[config.mk]
export PLATFORM = sky130hd
export DESIGN_NAME = adder_ctrl_stage_flat
export DESIGN_NICKNAME = d
export VERILOG_FILES = /design/src/rtl/adder_ctrl_stage_if.sv /design/src/rtl/adder_ctrl_stage.sv /design/src/flat_wrapper.sv
export SDC_FILE = /design/constraint.sdc
export NUM_CORES = 1
export LEC_CHECK = 0
export ABC_AREA = 1
export CAP_MARGIN = 20
export CELL_PAD_IN_SITES_DETAIL_PLACEMENT = 1
export CELL_PAD_IN_SITES_GLOBAL_PLACEMENT = 2
export CORE_MARGIN = 10
export CORE_UTILIZATION = 23
export DETAILED_ROUTE_END_ITERATION = 8
export GPL_TIMING_DRIVEN = 1
export PLACE_DENSITY_LB_ADDON = 0.1
export RECOVER_POWER = 100
export REMOVE_ABC_BUFFERS = 1
export SETUP_SLACK_MARGIN = 0.4
export SYNTH_ARGS = -nofsm -noshare
export SYNTH_HDL_FRONTEND = slang
export SYNTH_SLANG_ARGS = --single-unit
[constraint.sdc]
create_clock -name i_clk -period 1.12 [get_ports i_clk]
set_input_delay 0.112 -clock i_clk [delete_from_list [all_inputs] [get_ports i_clk]]
set_output_delay 0.112 -clock i_clk [all_outputs]
set_load 0.01 [all_outputs]
[src/rtl/adder_ctrl_stage_if.sv]
// Request/result handshake bundle for adder_ctrl_stage.
// Signal names keep the original i_/o_ direction prefixes as seen from the stage.
interface adder_ctrl_stage_if #(
  parameter int unsigned bits = 8
);
  logic            i_valid;
  logic            o_ready;
  logic [1:0]      i_op;
  logic [bits-1:0] i_a;
  logic [bits-1:0] i_b;
  logic            o_valid;
  logic            i_ready;
  logic [bits-1:0] o_result;
  logic [3:0]      o_flags;

  modport master (
    output i_valid, i_op, i_a, i_b, i_ready,
    input  o_ready, o_valid, o_result, o_flags
  );

  modport slave (
    input  i_valid, i_op, i_a, i_b, i_ready,
    output o_ready, o_valid, o_result, o_flags
  );
endinterface

[src/rtl/adder_ctrl_stage.sv]
// Two-stage control wrapper around an external combinational adder:
// S1 holds operands and drives the adder, S2 registers sum and {N,V,Z,C}.
module adder_ctrl_stage #(
  parameter int unsigned bits = 8
) (
  input  logic                 i_clk,
  input  logic                 i_rst_n,
  adder_ctrl_stage_if.slave    bus,
  output logic [bits-1:0]      o_add1,
  output logic [bits-1:0]      o_add2,
  output logic                 o_carry,
  input  logic [bits-1:0]      i_sum,
  input  logic                 i_cout,
  output logic                 o_cflag
);

  typedef enum logic [1:0] {
    OP_ADD = 2'b00,
    OP_ADC = 2'b01,
    OP_SUB = 2'b10,
    OP_SBC = 2'b11
  } op_e;

  logic            r_s1_valid;
  logic            r_s2_valid;
  op_e             r_op;
  logic [bits-1:0] r_a;
  logic [bits-1:0] r_b;
  logic [bits-1:0] r_result;
  logic [3:0]      r_flags;
  logic            r_cflag;

  logic            w_ready;
  logic            w_accept;
  logic            w_advance;
  logic            w_drain;
  logic [bits-1:0] w_add2;
  logic            w_carry;
  logic            w_ovf;

  assign w_ready   = !r_s1_valid || !r_s2_valid || bus.i_ready;
  assign w_accept  = bus.i_valid && w_ready;
  assign w_advance = r_s1_valid && (!r_s2_valid || bus.i_ready);
  assign w_drain   = r_s2_valid && bus.i_ready;

  // Carry flag is only written on advance, so the op in S1 always sees its predecessor's carry.
  always_comb begin
    w_add2  = '0;
    w_carry = 1'b0;
    if (r_s1_valid) begin
      unique case (r_op)
        OP_ADD: begin w_add2 = r_b;  w_carry = 1'b0;    end
        OP_ADC: begin w_add2 = r_b;  w_carry = r_cflag; end
        OP_SUB: begin w_add2 = ~r_b; w_carry = 1'b1;    end
        OP_SBC: begin w_add2 = ~r_b; w_carry = r_cflag; end
      endcase
    end
  end

  assign w_ovf = (r_a[bits-1] == w_add2[bits-1]) && (i_sum[bits-1] != r_a[bits-1]);

  always_ff @(posedge i_clk or negedge i_rst_n) begin
    if (!i_rst_n) begin
      r_s1_valid <= 1'b0;
      r_s2_valid <= 1'b0;
      r_op       <= OP_ADD;
      r_a        <= '0;
      r_b        <= '0;
      r_result   <= '0;
      r_flags    <= '0;
      r_cflag    <= 1'b0;
    end else begin
      if (w_accept) begin
        r_s1_valid <= 1'b1;
        r_op       <= op_e'(bus.i_op);
        r_a        <= bus.i_a;
        r_b        <= bus.i_b;
      end else if (w_advance) begin
        r_s1_valid <= 1'b0;
      end

      if (w_advance) begin
        r_s2_valid <= 1'b1;
        r_result   <= i_sum;
        r_flags    <= {i_sum[bits-1], w_ovf, (i_sum == '0), i_cout};
        r_cflag    <= i_cout;
      end else if (w_drain) begin
        r_s2_valid <= 1'b0;
      end
    end
  end

  assign bus.o_ready  = w_ready;
  assign bus.o_valid  = r_s2_valid;
  assign bus.o_result = r_result;
  assign bus.o_flags  = r_flags;
  assign o_add1       = r_s1_valid ? r_a : '0;
  assign o_add2       = w_add2;
  assign o_carry      = w_carry;
  assign o_cflag      = r_cflag;

endmodule

[src/flat_wrapper.sv]
// flat-port wrapper written by rule: the top's interface ports become plain ports
module adder_ctrl_stage_flat 
#(
  parameter int unsigned bits = 8
)
  (i_clk, i_rst_n, o_add1, o_add2, o_carry, i_sum, i_cout, o_cflag, bus_i_valid, bus_i_op, bus_i_a, bus_i_b, bus_i_ready, bus_o_ready, bus_o_valid, bus_o_result, bus_o_flags);
  adder_ctrl_stage_if #(.bits(bits)) bus_i ();
  input  logic i_clk;
  input  logic i_rst_n;
  output logic [bits-1:0] o_add1;
  output logic [bits-1:0] o_add2;
  output logic o_carry;
  input  logic [bits-1:0] i_sum;
  input  logic i_cout;
  output logic o_cflag;
  input wire logic [$bits(bus_i.i_valid)-1:0] bus_i_valid;
  input wire logic [$bits(bus_i.i_op)-1:0] bus_i_op;
  input wire logic [$bits(bus_i.i_a)-1:0] bus_i_a;
  input wire logic [$bits(bus_i.i_b)-1:0] bus_i_b;
  input wire logic [$bits(bus_i.i_ready)-1:0] bus_i_ready;
  output wire logic [$bits(bus_i.o_ready)-1:0] bus_o_ready;
  output wire logic [$bits(bus_i.o_valid)-1:0] bus_o_valid;
  output wire logic [$bits(bus_i.o_result)-1:0] bus_o_result;
  output wire logic [$bits(bus_i.o_flags)-1:0] bus_o_flags;
  assign bus_i.i_valid = bus_i_valid;
  assign bus_i.i_op = bus_i_op;
  assign bus_i.i_a = bus_i_a;
  assign bus_i.i_b = bus_i_b;
  assign bus_i.i_ready = bus_i_ready;
  assign bus_o_ready = bus_i.o_ready;
  assign bus_o_valid = bus_i.o_valid;
  assign bus_o_result = bus_i.o_result;
  assign bus_o_flags = bus_i.o_flags;
  adder_ctrl_stage #(.bits(bits)) u_core (.i_clk(i_clk), .i_rst_n(i_rst_n), .bus(bus_i), .o_add1(o_add1), .o_add2(o_add2), .o_carry(o_carry), .i_sum(i_sum), .i_cout(i_cout), .o_cflag(o_cflag));
endmodule
==> impl_metrics.csv, run 1 <==
group,metric,value,unit
worst_setup_path,max_stage_delay,0.42,ns
grt,antenna_found_initial,0,
final_layout,flow.area_growth_from_synthesis,92.9,%
timing,finClkSkew,0.00454,ns
run,cap_violations,0,
die,coreArea,6310,um2
logic_synthesis,synthCells,183,
logic_synthesis,synth_mux_area_share,0,%
final_layout,nFillCells,760,
hold_path,hold_path.class,"in -> async",
timing,whs,-0.0665,ns
grt,grt_pass1_wl,8.89,mm
worst_setup_path,worstSetupEndpointType,"flop",
worst_setup_path,cp.arrival,1.53,ns
logic_synthesis,synth_compound_area_share,4.53,%
logic_synthesis,yosysMostFrequentCell,"nand2_1",
grt,grt_pass1_vias,1725,
power,powerDensity,1440,nW/um2
logic_synthesis,netlist_top_cells_count,"61 x nand2_1, 31 x dfrtp_1, 21 x inv_1",
detailed_routing,wl_per_cell,15.2,um
logic_synthesis,yosys.area_share.simple,28.7,%
grt,grt_max_degree,18,
detailed_routing,drtIter0Drc,37,
detailed_routing,firstDrtPassIters,3,
timing,min_period,1.36,ns
timing,fmax,0.735,GHz
power,ir_drop,0.000546,V
die,start_util,23.6,%
worst_setup_path,crit_slowest_cell,"dfrtp_2",
detailed_routing,drc_errors,0,
clock_network,clock_path_buffers,2,
logic_synthesis,synth_cell_types,18,
timing,slew_viol_final,0,
clock_network,numCtsBuffers,5,
worst_setup_path,cp-start-kind,"flop",
clock_network,clkTransAtPathRegs,0.07,ns
grt,grtUsageTotal,11.0,%
clock_network,clkSinkCount,31,
die,die_w,101,um
detailed_routing,via_per_inst,4.28,
logic_synthesis,synth_ff_type,"dfrtp_1",
final_layout,finalNetCount,317,
placed_design,routabilityCongestion,0.688,
placed_design,dpl_worst_slack,-0.310,ns
detailed_routing,ant_nets,0,
power,p_leak,1.45,nW
power,power,4.14,mW
die,pin_count,63,
placed_design,dp.final_hpwl,3.70,mm
worst_setup_path,cp_cell_sequence,"buf_6 > buf_8 > nand3_4 > buf_8 > nand2_8 > buf_12 > nand2_2 > nand2_1",
timing,maxSlewHeadroom,40.0,%
logic_synthesis,yosysTopAreaCell,"dfrtp_1",
timing,fin_crit_sh,121,%
logic_synthesis,postSynth.asyncResetShare,100,%
worst_setup_path,path_class,"reg -> reg",
die,std_cell_rows,29,
final_layout,fin_util,45.6,%
clock_network,cts-root-buf,"clkbuf_8",
logic_synthesis,synth_top_area_share,52.0,%
logic_synthesis,synth_seq_cells,31,
timing,hold_violations,14,
timing,finalSetupTns,-8.42,ns
logic_synthesis,synth_seq_area_share,52.0,%
logic_synthesis,synth_top_family_by_area,"simple AND/OR/NAND/NOR gates",
detailed_routing,wl_met2,2.72,mm
timing,worst_slack,-0.240,ns
placed_design,port_buffers,62,
worst_setup_path,cp_data_required_time,1.29,ns
worst_setup_path,crit_top_cell,"buf_8",
final_layout,antennaDiodeCount,0,
grt,grt_overflow,0,
logic_synthesis,yosys_warnings,0,
detailed_routing,routed-via-count,1557,
outcome,violations,"hold timing, setup timing",
clock_network,tritoncts,"done",
detailed_routing,highest_layer,"met4",
logic_synthesis,synthAdderAreaFrac,0,%
clock_network,htree_levels,2,
logic_synthesis,synth_area_leaders,"dfrtp_1 52%, nand2_1 15%, nand3_1 6.0%",
detailed_routing,drt-total-wl,5.52,mm
detailed_routing,wl_met1,2.46,mm
logic_synthesis,syn_area,1490,um2
detailed_routing,met3_length,309,um
final_layout,final_layout_size_suffix_gt1_share,47.4,%
logic_synthesis,synth_edf_count,0,
logic_synthesis,avgSynthCellArea,8.16,um2
timing,finalSetupViolCount,48,
die,dieArea,10100,um2
die,die_h,101,um
worst_setup_path,path_max_fanout,6,
logic_synthesis,synth_xor_area_share,4.11,%
timing,grt_setup_unrepaired,"true",
clock_network,worst_skew_pair.late_latency,0.28,ns
outcome,status,"finished, violations left",
timing,tightestPinTransition,0.901,ns
layer usage:
layer / GRT usage [%] / up-vias
met2: 17.6 / 46
met4: 3.26 / 0
met1: 13.5 / 743
met3: 3.77 / 4
li1: - / 764
met5: 0 / -
path summary, 6_finish.rpt:
path,start,endpoint,slack (ns),cells past startpoint
setup / recovery,u_core.r_s1_valid,u_core.r_a[2],-0.24,8
hold / removal,i_rst_n,u_core.bus.o_result[1],-0.07,1
setup reg to reg,u_core.r_s1_valid,u_core.r_a[2],-0.24,8
hold reg to reg,u_core.bus.o_result[5],u_core.bus.o_result[5],0.49,2
max in group asynchronous,i_rst_n,u_core.r_s1_valid,0.19,2
min in group i_clk,bus_i_a[3],u_core.r_a[3],0.38,3
sequential cells by signal, summed over array words and instances (netlist names):
signal / cells
u_core.bus.o_flags: 4
u_core.bus.o_result: 7
u_core.bus.o_valid: 1
u_core.r_a: 8
u_core.r_b: 8
u_core.r_op: 2
u_core.r_s1_valid: 1
placed cells by master, fill, tap and decap left out:
master and instances:
nand2_1 24, buf_8 2, clkinv_2 1, nand3_4 1, clkbuf_1 13, inv_8 2
clkbuf_8 5, nand3_2 1, nand4_1 1, xnor2_1 7, clkbuf_2 3, inv_2 6
buf_4 18, nor2_4 4, buf_12 6, clkdlybuf4s50_1 29, nand2_4 11, clkbuf_4 1
nand3_1 17, inv_1 14, inv_12 1, a21oi_2 2, nor2_2 1, clkbuf_16 2
dfrtp_1 30, a21oi_1 3, o21ai_2 7, buf_16 2, nand2_8 2, buf_6 19
dfrtp_2 1, nand2_2 27, buf_2 11, nor2_1 13
final cells by class:
type	instances	area [um2]	area share [%]
clock buffer	7	76.3	2.65
clock inverter	1	5.00	0.174
timing repair buffer	104	1010	35.2
inverter	22	103	3.56
sequential	31	777	27.0
multi-input combinational	121	797	27.7
tap	77	96.3	3.35
timing repair inverter	1	11.3	0.391
worst max-delay path: cells and delay by family, from the launching register on:
kind / cells / cell delay (ns)
buf+inv: 4 / 0.57
simple gates: 4 / 0.27
flops: 1 / 0.42
cell families (layout without fill, tap and decap cells):
| family | after synthesis | count (layout) |
|---|---|---|
| xor gates and xnor gates | 7 | 7 |
| AOI/OAI and AO/OA | 12 | 12 |
| DFF | 31 | 31 |
| buffers and inverters | 32 | 135 |
| and+or+nand+nor | 101 | 102 |
per-stage QoR:
stage / hold slack [ns] / cell area (um2) / cells
CTS: -0.248 / 2580 / 355
floorplan: -0.184 / 1420 / 173
detailed placement: 0.0624 / 2350 / 334
global route: -0.00708 / 2880 / 364
finish: -0.0665 / 2880 / 364
global placement: 0.0652 / 2350 / 334
power breakdown:
part	switching [mW]	internal [mW]
clock	0.421	0.436
sequential	0.156	1.31
combinational	0.841	0.981
total	1.42	2.73
what timing repair did:
action / in CTS / in global routing
endpoints found under the hold margin: 14 / 14
gates resized for setup: 177 / 76
gates cloned: 4 / 2
setup endpoints to repair: 63 / 63
pin swaps: 5 / 7
setup buffers: 9 / 7
Note: power is estimated with default switching activity, not from simulation.
==> inputs of run 2 (changes only) <==
--- a/config.mk
+++ b/config.mk
@@ -17,6 +17,7 @@
 export RECOVER_POWER = 100
 export REMOVE_ABC_BUFFERS = 1
 export SETUP_SLACK_MARGIN = 0.4
+export SLEW_MARGIN = 20
 export SYNTH_ARGS = -nofsm -noshare
 export SYNTH_HDL_FRONTEND = slang
 export SYNTH_SLANG_ARGS = --single-unit
==> constraint.sdc (replaced) <==
create_clock -name i_clk -period 1.3 [get_ports i_clk]
set_input_delay 0.13 -clock i_clk [delete_from_list [all_inputs] [get_ports i_clk]]
set_output_delay 0.13 -clock i_clk [all_outputs]
set_load 0.01 [all_outputs]
==> impl_metrics.csv, run 2 (same netlist as run 1, synthesis figures left out) <==
group,metric,value,unit
detailed_routing,drc_errors,0,
worst_setup_path,reg2reg_depth,8,
detailed_routing,wl_per_cell,15.0,um
worst_setup_path,path_buf_inv,2,
grt,grt_overflow,0,
die,pin_count,63,
timing,finalSetupViolCount,33,
hold_path,hold_path_depth,3,
final_layout,finalNonFillerCells,371,
clock_network,htree_levels,2,
worst_setup_path,crit_family,"flip-flops",
placed_design,placedInstanceArea,2320,um2
final_layout,flow.area_growth_from_synthesis,98.8,%
die,std_cell_rows,29,
clock_network,clock_path_buffers,2,
final_layout,finalNetCount,324,
die,die_w,101,um
timing,slew_viol_final,0,
worst_setup_path,crit_slowest_cell,"dfrtp_1",
die,dieArea,10100,um2
clock_network,cts-root-buf,"clkbuf_8",
timing,maxSlewHeadroom,44.8,%
clock_network,clkTransAtPathRegs,0.07,ns
detailed_routing,via_per_inst,4.25,
detailed_routing,ant_nets,0,
worst_setup_path,reg2reg_from,"u_core.r_s1_valid",
worst_setup_path,r2r_end,"u_core.r_a[7]",
worst_setup_path,path_max_fanout,4,
detailed_routing,routed-via-count,1578,
worst_setup_path,cp.arrival,1.24,ns
grt,antenna_found_initial,0,
power,ir_drop,0.000517,V
die,die_h,101,um
timing,grt_setup_unrepaired,"true",
die,start_util,23.6,%
worst_setup_path,path_class,"reg -> out",
placed_design,place_inst,334,
timing,worst_slack,-0.0670,ns
detailed_routing,drtIter0Drc,28,
detailed_routing,drt-total-wl,5.56,mm
final_layout,final_cell_mix,"35 x nand2_1, 31 x dfrtp_1, 29 x clkdlybuf4s50_1",
grt,grt_pass1_wl,8.51,mm
power,powerDensity,1270,nW/um2
clock_network,clkSinkCount,31,
worst_setup_path,cp_cell_sequence,"buf_4 > xnor2_2 > nor2_2 > buf_2",
final_layout,fin_util,47.0,%
final_layout,design_area,2970,um2
run,cap_violations,0,
placed_design,dp.final_hpwl,3.61,mm
timing,fmax,0.732,GHz
die,coreArea,6310,um2
timing,hold_violations,0,
clock_network,tritoncts,"done",
grt,grt_pass1_vias,1646,
placed_design,port_buffers,62,
worst_setup_path,cp_data_required_time,1.17,ns
worst_setup_path,max_stage_delay,0.43,ns
grt,grtUsageTotal,10.4,%
clock_network,numCtsBuffers,5,
worst_setup_path,cp-start-kind,"flop",
power,p_leak,1.50,nW
grt,grt_max_degree,32,
final_layout,nFillCells,743,
worst_setup_path,worstSetupEndpointType,"output pin",
hold_path,hold_path.class,"in -> reg",
clock_network,worst_skew_pair.late_latency,0.28,ns
timing,finClkSkew,0.00583,ns
timing,tightestPinTransition,0.828,ns
final_layout,layout_commonest_cell,"nand2_1",
worst_setup_path,ff2ff_setup_slack,-0.06,ns
hold_path,holdPathEnd,"u_core.bus.o_flags[0]",
timing,whs,0.397,ns
placed_design,routabilityCongestion,0.698,
timing,fin_crit_sh,105,%
outcome,violations,"setup timing",
detailed_routing,firstDrtPassIters,4,
final_layout,final_layout_size_suffix_gt1_share,48.0,%
outcome,status,"finished, violations left",
hold_path,holdCritStartpoint,"i_cout",
final_layout,antennaDiodeCount,0,
timing,min_period,1.37,ns
[run 2: changes by cell type in the layout (fill, tap and decap cells not counted), moves of 4 or more]
cell and change:
buf_6 +7, nand2_1 +11, nand2_2 -10, nor2_1 -9
nor2_2 +6, xnor2_1 -5, xnor2_2 +4
[run 2: final cells by class]
cell class                 instances  area [um2]  share of cell area (%)
clock buffer                       8         100                    3.37
inverter                          22        95.1                    3.20
multi-input combinational        120         847                    28.5
sequential                        31         776                    26.1
tap                               77        96.3                    3.25
timing repair buffer             112        1040                    35.1
timing repair inverter             1        11.3                   0.379
[run 2: timing repair]
| item | in CTS | in global routing |
|---|---|---|
| gates cloned | 4 | 1 |
| buffers inserted | 13 | 10 |
| endpoints found under the hold margin | 31 | 0 |
| hold buffers | 1 | 0 |
| pin swaps | 3 | 8 |
| endpoints found under the setup margin | 63 | 63 |
| resized for setup | 175 | 87 |
[run 2: metal layers]
layer  global-route usage [%]  vias to the layer above  share of wire (%)
li1                         -                      780                  -
met1                     12.4                      754                 43
met2                     17.5                       42                 50
met3                     4.12                        2                6.2
met4                     1.96                        0               0.32
met5                        0                        -                  0
[run 2: power breakdown]
part	switching, mW	internal [mW]
logic	0.753	0.887
clock network	0.372	0.484
registers	0.137	1.13
[run 2: metrics by stage]
step	setup TNS [ns]	setup slack (ns)	total power [mW]
final	-1.22	-0.0670	3.76
after global placement	-3.49	-0.185	2.42
after floorplan	-0.000171	-0.000171	1.69
after CTS	-1.02	-0.0486	3.45
after detailed placement	-3.75	-0.163	2.43
after global routing	-4.25	-0.135	4.01
[run 2: worst reg2reg max path: stages (launching register included)]
cell and delay [ns]:
dfrtp_1 0.42, buf_6 0.13, buf_12 0.13, nand3_4 0.10, buf_8 0.13, nand2_8 0.09, buf_12 0.15, nor2_4 0.07
a21oi_2 0.03
[run 2: how the worst max path moves through the flow]
| stage | start | slack (ns) | depth (start not counted) | endpoint |
|---|---|---|---|---|
| floorplan | u_core.r_s1_valid | -0.0002 | 4 | u_core.r_a[7] |
| global placement | u_core.r_op[1] | -0.18 | 4 | o_add2[2] |
| detailed placement | u_core.r_op[1] | -0.16 | 4 | o_add2[2] |
| CTS | u_core.r_op[1] | -0.05 | 5 | o_add2[7] |
| global route | u_core.r_s1_valid | -0.14 | 5 | o_add2[0] |
| finish | u_core.r_op[1] | -0.07 | 4 | o_add2[5] |
